$ cat config.mk
export PLATFORM = sky130hd
export DESIGN_NAME = fixed_to_float_enc
export DESIGN_NICKNAME = d
export VERILOG_FILES = /design/src/rtl/fixed_to_float_enc.sv
export SDC_FILE = /design/constraint.sdc
export NUM_CORES = 1
export LEC_CHECK = 0
export BUFFER_PORTS_ARGS = -buffer_cell sky130_fd_sc_hd__buf_2
export CORE_MARGIN = 2
export CORE_UTILIZATION = 45
export CTS_CLUSTER_DIAMETER = 60
export DETAILED_ROUTE_END_ITERATION = 12
export GPL_TIMING_DRIVEN = 0
export PLACE_DENSITY = 0.67
export SYNTH_ARGS = -nofsm -noshare
export SYNTH_HDL_FRONTEND = slang
export SYNTH_SLANG_ARGS = --single-unit
$ cat constraint.sdc
create_clock -name clk -period 2.1 [get_ports clk]
set_clock_uncertainty 0.05 [all_clocks]
set_input_delay 0.105 -clock clk [delete_from_list [all_inputs] [get_ports clk]]
set_output_delay 0.105 -clock clk [all_outputs]
set_load 0.01 [all_outputs]
$ cat src/rtl/fixed_to_float_enc.sv
// fixed_to_float_enc: 12-bit unsigned integer to 8-bit float {E[2:0], M[4:0]}.
// Optional round-half-up on the final step: define FIXED_TO_FLOAT_ROUND_EN.
module fixed_to_float_enc (
    input  logic        clk,
    input  logic        reset_n,
    input  logic        in_valid,
    output logic        in_ready,
    input  logic [11:0] in_data,
    output logic        out_valid,
    input  logic        out_ready,
    output logic [7:0]  out_float,
    output logic        busy
);

    typedef enum logic [1:0] {
        IDLE,
        SHIFT,
        DONE
    } state_t;

    state_t      state;
    logic [11:0] sh;
    logic [2:0]  e;
    logic        guard;
    logic [7:0]  res;

`ifdef FIXED_TO_FLOAT_ROUND_EN
    logic [5:0] mr;

    // Final-step packing with round-half-up, mantissa carry and saturation
    always_comb begin
        mr  = {1'b0, sh[4:0]} + {5'd0, guard};
        res = {e, mr[4:0]};
        if (mr[5]) begin
            if (e == 3'd7) begin
                res = 8'hFF;
            end else begin
                res = {e + 3'd1, 5'd16};
            end
        end
    end
`else
    logic unused_guard;
    assign unused_guard = guard;

    // Final-step packing with truncation toward zero
    always_comb begin
        res = {e, sh[4:0]};
    end
`endif

    // Control FSM: load, normalize one bit per cycle, hold result until taken
    always_ff @(posedge clk or negedge reset_n) begin
        if (!reset_n) begin
            state     <= IDLE;
            sh        <= 12'd0;
            e         <= 3'd0;
            guard     <= 1'b0;
            out_valid <= 1'b0;
            out_float <= 8'd0;
            busy      <= 1'b0;
            in_ready  <= 1'b1;
        end else begin
            unique case (state)
                IDLE: begin
                    if (in_valid) begin
                        sh       <= in_data;
                        e        <= 3'd0;
                        guard    <= 1'b0;
                        in_ready <= 1'b0;
                        busy     <= 1'b1;
                        state    <= SHIFT;
                    end
                end
                SHIFT: begin
                    if (|sh[11:5]) begin
                        sh    <= {1'b0, sh[11:1]};
                        guard <= sh[0];
                        e     <= e + 3'd1;
                    end else begin
                        out_float <= res;
                        out_valid <= 1'b1;
                        state     <= DONE;
                    end
                end
                DONE: begin
                    if (out_ready) begin
                        out_valid <= 1'b0;
                        busy      <= 1'b0;
                        in_ready  <= 1'b1;
                        state     <= IDLE;
                    end
                end
                default: begin
                    state <= IDLE;
                end
            endcase
        end
    end

endmodule

; ---- Yosys cells after proc, flatten, opt, wreduce, memory -nomap -nowiden
; Index checks and enable logic that the tools add are counted.
[classes]
reduce_logical = 10
n_mux = 18
addsub = 1
n_eq_ne = 6
bitwise_logic = 1
[ops]
columns = operator, n
row1 = 12-bit two-way mux, 2
row2 = 12-bit one-hot mux with 2 select lines, 1
row3 = 3-bit AND reduction, 4
row4 = "2-bit inequality test, second input constant", 4
row5 = 7-bit OR reduction, 1
row6 = 2-bit two-way mux, 3
row7 = 3-bit two-way mux, 2
row8 = 1-bit one-hot mux with 2 select lines, 3
row9 = 2-bit one-hot mux with 3 select lines, 1
row10 = 3-bit one-hot mux with 2 select lines, 1
row11 = 2-bit nonzero test, 3
row12 = 1-bit two-way mux, 5
row13 = "3-bit by 1-bit adder with 3-bit output, second input constant", 1
row14 = "2-bit by 1-bit equality test with 1-bit output, second input constant", 1
row15 = "2-bit equality test, second input constant", 1
row16 = 2-bit zero test, 1
row17 = 2-bit AND reduction, 1
row18 = 1-bit NOT, 1
[word_totals]
wordCells = 43
output_inout_bits = 11
input_bits = 16
reg_bits = 28

; ---- Logic depth before layout (Yosys ltp)
; Gate-level depths: netlist of the first run.
[logic_depth]
depth_word = 3
depth_mapped = 5
depth_no_buf = 4

; ---- Least setup slack after synthesis of the first run
; Ideal clock, no wire load.
[synth_timing]
kind = reg2reg
from = register sh[6]
to = register out_float[0]
synth_period_minus_slack_ps = 1485
t_required_ps = 1925
path_slack_ps = 615
setup_time_ps = 125
n_path_buf = 0
arrival_time_ps = 1311
path_stages_with_launch = 4
path_cell_list = dfrtp_1 > nor4_4 > nand4b_4 > mux2_2
[synth_via]
elab_chain_cells = 3
[synth_rtl]
columns = item, line
row1 = "start, declared", 22  ; logic [11:0] sh;
row2 = "start signal, assigned", 67  ; sh <= in_data;
row3 = "start signal, assigned", 77  ; sh <= {1'b0, sh[11:1]};
row4 = 7-bit OR reduction, 76  ; if (|sh[11:5]) begin
row5 = 1-bit NOT (no line), n/a
row6 = 2-bit AND reduction (no line), n/a
row7 = "end signal, assigned", 81  ; out_float <= res;
row8 = "end, declared", 11  ; output logic [7:0] out_float,
; No other way between the ends.
; A chain may end at the register's enable or synchronous reset.

; ---- Worst setup path after layout of the first run
[layout_timing]
from = register sh[6]
to = register out_float[5]
; The elaborated chain is that of the path after synthesis.

==> impl_metrics.tcl, run 1 <==
set metrics [dict create \
    htreeDepth 1 \
    maxSlewViolCount 0 \
    avgSynthCellArea_um2 10.8 \
    first_iter_violations 33 \
    core_area_um2 2780 \
    final_nets 183 \
    hp-start "in_data[2]" \
    ys_async_sr_fraction_pct 100 \
    fin_hold_ws_ns 0.00403 \
    final_util_pct 59.6 \
    die-width_um 58.4 \
    antenna_found_initial 0 \
    finalCriticalPeriod_ns 1.69 \
    layout_worst_path_cycle_share_pct 80.4 \
    hold_path.class "input pin to flip-flop" \
    syn_nets 140 \
    synth.yosys.warnings 0 \
    gp_congestion 0.779 \
    final_cells 196 \
    clk_latency_ns 0.33 \
    final-seq-area_um2 702 \
    cap_violations 0 \
    dp_hpwl_mm 1.95 \
    postRouteWirelength_mm 2.82 \
    fillers 228 \
    diodes 0 \
    r2r_start "sh[6]$_DFFE_PN0P_" \
    cpPeakStageDelay_ns 0.46 \
    route.detailed.drc 0 \
    avgViaCountPerCell 5.44 \
    first_pass_iters 4 \
    cts_buffers 3 \
    crit_path_end_kind "flip-flop" \
    cts_setup_buffers 0 \
    finalInstanceArea_um2 1660 \
    yosys.cell_count.top_type "dfrtp_1" \
    setup_viol 0 \
    place_area_um2 1500 \
    num_rows 19 \
    worstRegToRegCells 3 \
    syn_area_um2 1330 \
    worstPathArrival_ns 1.86 \
    synth.distinct_cells 26 \
    p_per_area_nw_per_um2 1340 \
    power_leakage_nw 0.776 \
    ys_ff_latch 28 \
    hold_viol 0 \
    layout-drive-gt1-share_pct 28.5 \
    synthTopCellsByCount "dfrtp_1, nor2_1, a211oi_1" \
    seq_area_frac_synth_pct 52.7 \
    cts_num_sinks 28 \
    antenna_left 0 \
    hold_depth 3 \
    cts_max_path_buffers 2 \
    outcome "finished, final reports clean" \
    max_freq_mhz 592 \
    synth-edff-count 0 \
    rrSetupSlack_ns 0.41 \
    ctsResizeCount 0 \
    start_util_pct 47.9 \
    reg2reg_to "out_float[5]$_DFFE_PN0P_" \
    via_count 1066 \
    fp.dieArea_um2 3410 \
    cts_root_buf "clkbuf_4" \
    rsz0062_at_grt "false" \
    path_class "flip-flop to flip-flop" \
    required_ns 2.27 \
    path_cells "nor4_4 -> nand4b_4 -> mux2_2" \
    numPlacedInstances 180 \
    critical_path.max_fanout 10 \
    dieHeight_um 58.4 \
    ctsHoldBuffers 12 \
    grt_pass1_vias 1036 \
    pin_count 27 \
    grt_overflow_total 0 \
    slowest_stage "dfrtp_1" \
    tightest_slew_ns 0.618 \
    yosys_most_used_dff "dfrtp_1" \
    grt_pass1_wl_mm 4.82 \
    cp-start-kind "flip-flop" \
    clk_pin_slew_ns 0.15 \
    grt_max_degree 29 \
    synthCells 123 \
    slew_headroom_pct 58.8 \
    synth.top_cells.by_area "dfrtp_1, a211oi_1, mux2_2" \
    synth_top_cell_area_share_pct 50.7 \
    multi_input_area_um2 567 \
    max-vdd-ir-drop_v 0.000923 \
    tritoncts "yes" \
    hold_end "sh[2]$_DFFE_PN0P_" \
    grt_usage_pct 18.4 \
    port-buffer-count 26 \
    area_growth_pct 24.4 \
    wire_per_inst_um 14.4 \
    fin_setup_tns_ns 0 \
    synth_top_cell_by_area "dfrtp_1" \
]
## power by group
group          internal [mW]  leakage, nW  total, mW  switching (mW)
sequential             0.777        0.330      0.983           0.206
clock                  0.106       0.0210      0.263           0.157
combinational          0.466        0.425      0.979           0.513
## placed cells by master (no fill, tap or decap)
cell type,Yosys,final
dlygate4sd3_1,0,12
nor4_4,1,1
a21oi_1,3,3
buf_2,3,29
buf_6,1,1
o22ai_1,1,1
mux2_2,8,8
a21o_1,1,1
clkbuf_8,0,1
inv_1,5,5
o21ai_0,4,4
nor3_2,1,1
ha_1,1,1
clkbuf_4,0,3
mux2i_1,2,2
nor3b_1,2,2
or3b_1,1,1
nand4b_4,1,1
dfstp_2,1,1
nor2_1,23,23
nand2_1,5,5
buf_4,1,1
nand2b_1,3,3
a311o_1,1,1
a22o_1,1,1
a2111oi_0,1,1
a211oi_1,22,22
dfrtp_1,27,27
clkbuf_1,3,3
## routing by layer
metal	GRT usage [%]	wire [um]	share of wire, %
met4	7.97	38	1.3
met1	25.8	1340	48
met5	0	0	0
met2	29.1	1330	47
met3	2.20	109	3.9
## through the flow
step                      setup WS (ns)  power (mW)
final                             0.411        2.22
after global routing              0.248        2.42
after CTS                         0.392        2.25
after detailed placement          0.431        1.96
after global placement            0.456        1.91
after floorplan                   0.615        1.67
## final cells by class
cell class | count | share of cell area, %
inverter | 5 | 1.13
multi-input combinational | 82 | 34.2
buffer | 8 | 2.72
sequential | 28 | 42.3
clock buffer | 4 | 2.19
tap | 31 | 2.34
timing repair buffer | 38 | 15.1
## critical path, delay by kind of cell (launching register included)
family	cells	cell delay [ns]
DFF	1	0.46
and+or+nand+nor	2	0.73
muxes	1	0.34
## kinds of logic after synthesis
group           share of synthesized area, %
simple gates                            15.2
compound gates                          18.1
fa+ha+maj                              0.939
mux                                     8.26
flops                                   52.7
buf+inv                                 4.79
## how the worst max path moves through the flow
stage | startpoint | end | slack [ns] | depth (start not counted)
6_report | sh[6]$_DFFE_PN0P_ | out_float[5]$_DFFE_PN0P_ | 0.41 | 3
5_1_grt | state[1]$_DFFE_PN0P_ | sh[0]$_DFFE_PN0P_ | 0.25 | 4
4_1_cts | sh[6]$_DFFE_PN0P_ | out_float[1]$_DFFE_PN0P_ | 0.39 | 3
3_5_place_dp | sh[6]$_DFFE_PN0P_ | out_float[1]$_DFFE_PN0P_ | 0.43 | 3
3_3_place_gp | sh[6]$_DFFE_PN0P_ | out_float[7]$_DFFE_PN0P_ | 0.46 | 3
2_1_floorplan | sh[6]$_DFFE_PN0P_ | out_float[0]$_DFFE_PN0P_ | 0.61 | 3
## registers in the layout, indices dropped and copies added, names as in the netlist
register   flops
state          2
busy           1
e              3
out_valid      1
sh            12
in_ready       1
out_float      8
Note: power is estimated with default switching activity, not from simulation.
==> inputs of run 2 (changes only) <==
--- a/config.mk
+++ b/config.mk
@@ -5,13 +5,14 @@
 export SDC_FILE = /design/constraint.sdc
 export NUM_CORES = 1
 export LEC_CHECK = 0
+export ABC_AREA = 1
 export BUFFER_PORTS_ARGS = -buffer_cell sky130_fd_sc_hd__buf_2
 export CORE_MARGIN = 2
 export CORE_UTILIZATION = 45
 export CTS_CLUSTER_DIAMETER = 60
 export DETAILED_ROUTE_END_ITERATION = 12
 export GPL_TIMING_DRIVEN = 0
-export PLACE_DENSITY = 0.67
+export PLACE_DENSITY = 0.7
 export SYNTH_ARGS = -nofsm -noshare
 export SYNTH_HDL_FRONTEND = slang
 export SYNTH_SLANG_ARGS = --single-unit
==> constraint.sdc (replaced) <==
create_clock -name clk -period 1.4 [get_ports clk]
set_clock_uncertainty 0.05 [all_clocks]
set_input_delay 0.07 -clock clk [delete_from_list [all_inputs] [get_ports clk]]
set_output_delay 0.07 -clock clk [all_outputs]
set_load 0.01 [all_outputs]
==> run 2 against run 1 <==
Net effect: the flow now finishes with violations (DRC); count of clock-buffer cells in the layout stayed put; clock power is 51% higher; register-to-register slack got worse by 0.38 ns; critical path depth is 4 higher; global-route usage hardly changed; first-iteration DRC count rose by 79%; combinational power rose to 2.6 times the previous value; via count rose by 20%; non-clock buffer count up 17; core utilization increased by 6.1 points; sequential share of layout area shrank 4.2 points; wire length up 7.5%.
==> impl_metrics.tcl, run 2 <==
set metrics [dict create \
    outcome "complete, but fails checks" \
    violations "DRC" \
    p_per_area_nw_per_um2 2340 \
    largest_reg_flops 12 \
    synth.distinct_cells 19 \
    yosys_most_used_dff "dfrtp_1" \
    numPlacedInstances 224 \
    cap_violations 0 \
    hold_path.class "input pin to flip-flop" \
    use_met2_pct 33.5 \
    clk_pin_slew_ns 0.15 \
    grt_usage_pct 18.5 \
    hp-start "in_data[10]" \
    diodes 0 \
    p_int_mw 2.45 \
    layout_worst_path_cycle_share_pct 98.0 \
    seq_area_frac_synth_pct 52.0 \
    slew_headroom_pct 59.3 \
    maxSlewViolCount 0 \
    grtUsageMet3_pct 2.86 \
    power_leakage_nw 1.05 \
    cts_max_path_buffers 2 \
    clockPowerShare_pct 9.2 \
    tightest_slew_ns 0.611 \
    critical_path.max_fanout 10 \
    worstPathArrival_ns 1.56 \
    pwr-share-comb_pct 58.0 \
    path_cells "nor2_2 -> nand2_2 -> o21ai_4 -> nand2_4 -> buf_6 -> nand2_1 -> nand2_1" \
    cts_root_buf "clkbuf_4" \
    antenna_left 0 \
    tritoncts "yes" \
    fin_setup_tns_ns 0 \
    busiest_layer "met2" \
    cts_num_sinks 28 \
    finalInstanceArea_um2 1840 \
    die-width_um 58.8 \
    switching_share_pct 43.3 \
    dieHeight_um 58.8 \
    final_nets 246 \
    pin_count 27 \
    path_class "flip-flop to flip-flop" \
    fillers 229 \
    crit_path_end_kind "flip-flop" \
    slowest_stage "dfrtp_1" \
    grt_pass1_wl_mm 4.86 \
    synth_top_cell_area_share_pct 50.0 \
    cts_buffers 3 \
    ys_ff_latch 28 \
    yosys.cell_count.top_type "nand2_1" \
    seqPwrFrac_pct 32.8 \
    ys_async_sr_fraction_pct 100 \
    gp_congestion 0.771 \
    cp-start-kind "flip-flop" \
    finalCriticalPeriod_ns 1.37 \
    hold_viol 0 \
    grt_overflow_total 0 \
    final_cells 259 \
    rsz0062_at_grt "true" \
    avgViaCountPerCell 4.93 \
    htreeDepth 1 \
    crit_top_cell "nand2_1" \
    max_freq_mhz 729 \
    fp.dieArea_um2 3450 \
    first_iter_violations 59 \
    area_growth_pct 36.6 \
    route.detailed.drc 2 \
    layout-drive-gt1-share_pct 29.8 \
    syn_nets 184 \
    grt_util_met1_pct 21.9 \
    port-buffer-count 26 \
    synth.yosys.warnings 0 \
    cpPeakStageDelay_ns 0.44 \
    largest-register "sh" \
    setup_viol 0 \
    core_area_um2 2810 \
    p_sw_mw 1.87 \
    place_area_um2 1520 \
    layout_common_cells "nand2_1, buf_2, dfrtp_1, nand3_1, buf_4" \
    synthCells 167 \
    synth_top_cell_by_area "dfrtp_1" \
    mostFrequentLayoutCell "nand2_1" \
    synth.top_cells.by_area "dfrtp_1, nand2_1, nand3_1" \
    avgSynthCellArea_um2 8.08 \
    synth-edff-count 0 \
    r2r_start "sh[6]$_DFFE_PN0P_" \
    synthTopCellsByCount "nand2_1, dfrtp_1, nand3_1" \
    start_util_pct 48.1 \
    required_ns 1.59 \
    grt_pass1_vias 1142 \
    via_count 1276 \
    fin_hold_ws_ns 0.00111 \
    syn_area_um2 1350 \
    max-vdd-ir-drop_v 0.00108 \
    grt_max_degree 29 \
    reg.largest.list "sh x12, out_float x8, e x3" \
    dp_hpwl_mm 1.88 \
    crit_start "sh[6]$_DFFE_PN0P_" \
    first_pass_iters 8 \
    postRouteWirelength_mm 3.03 \
    clk_latency_ns 0.33 \
    wire_per_inst_um 11.7 \
    num_rows 19 \
    antenna_found_initial 0 \
]
==> run 2: changes by cell type after synthesis, moves of 4 or more <==
| cell | change |
|---|---|
| nand3_1 | +25 |
| mux2_2 | -8 |
| inv_1 | +4 |
| a211oi_1 | -22 |
| nor2_1 | -17 |
| nand2_2 | +5 |
| nand2_1 | +71 |
==> run 2: logic make-up after synthesis <==
| kind of cell | after synthesis | share of synthesized area [%] |
|---|---|---|
| flops | 28 | 52.0 |
| fa+ha+maj | 1 | 0.927 |
| simple gates | 117 | 37.7 |
| compound gates | 5 | 2.69 |
| xor+xnor | 1 | 0.649 |
| buf+inv | 15 | 6.02 |
==> run 2: final cells by class <==
cell class	count	area [um^2]	share of cell area, %
Sequential cell	28	703	38.1
Multi-Input combinational cell	124	577	31.3
Timing Repair Buffer	57	398	21.6
Buffer	6	57.6	3.12
Tap cell	31	38.8	2.10
Clock buffer	4	36.3	1.97
Inverter	9	33.8	1.83
==> run 2: metrics by stage <==
stage                     util, %  total power, mW  setup WS (ns)
after global routing         65.7             4.74        -0.0807
after detailed placement     54.1             3.45        -0.0530
final                        65.7             4.31         0.0284
after global placement       54.1             3.38        -0.0264
after floorplan                 -             2.92         0.0940
after CTS                    61.5             3.98        0.00386
==> run 2: metal layers <==
metal / up-vias / wire [um]
li1: 647 / -
met1: 590 / 1300
met2: 34 / 1540
met3: 5 / 139
met4: 0 / 47
met5: - / 0
==> run 2: worst max-delay path: cells and delay by family (launching register included) <==
family | cells | cell delay, ns
buf+inv | 1 | 0.15
flops | 1 | 0.44
simple gates | 5 | 0.43
compound gates | 1 | 0.22
==> run 2: path summary, 6_finish.rpt <==
path	to	slack (ns)	cells past startpoint
setup reg to reg	sh[6]$_DFFE_PN0P_	0.03	7
hold / removal	sh[10]$_DFFE_PN0P_	0.001	5
max in group asynchronous	state[1]$_DFFE_PN0P_	0.66	2
min in group asynchronous	out_valid$_DFFE_PN0P_	0.21	2
setup / recovery	sh[6]$_DFFE_PN0P_	0.03	7
hold reg to reg	out_float[2]$_DFFE_PN0P_	0.43	2
==> run 2: repair_timing <==
action | in CTS | in global routing
setup endpoints to repair | 13 | 25
gates resized for setup | 0 | 9
setup buffers | 4 | 13
pin swaps | 1 | 3
hold buffers | 14 | 0
hold endpoints to repair | 39 | 0
==> run 2: power groups by stage <==
| stage | logic (mW) | registers [mW] | clock network [mW] |
|---|---|---|---|
| final | 2.50 | 1.41 | 0.397 |
| after global routing | 2.83 | 1.45 | 0.454 |
| after CTS | 2.17 | 1.40 | 0.412 |
| after detailed placement | 2.03 | 1.42 | 0 |
| after global placement | 1.98 | 1.40 | 0 |
| after floorplan | 1.47 | 1.45 | 0 |
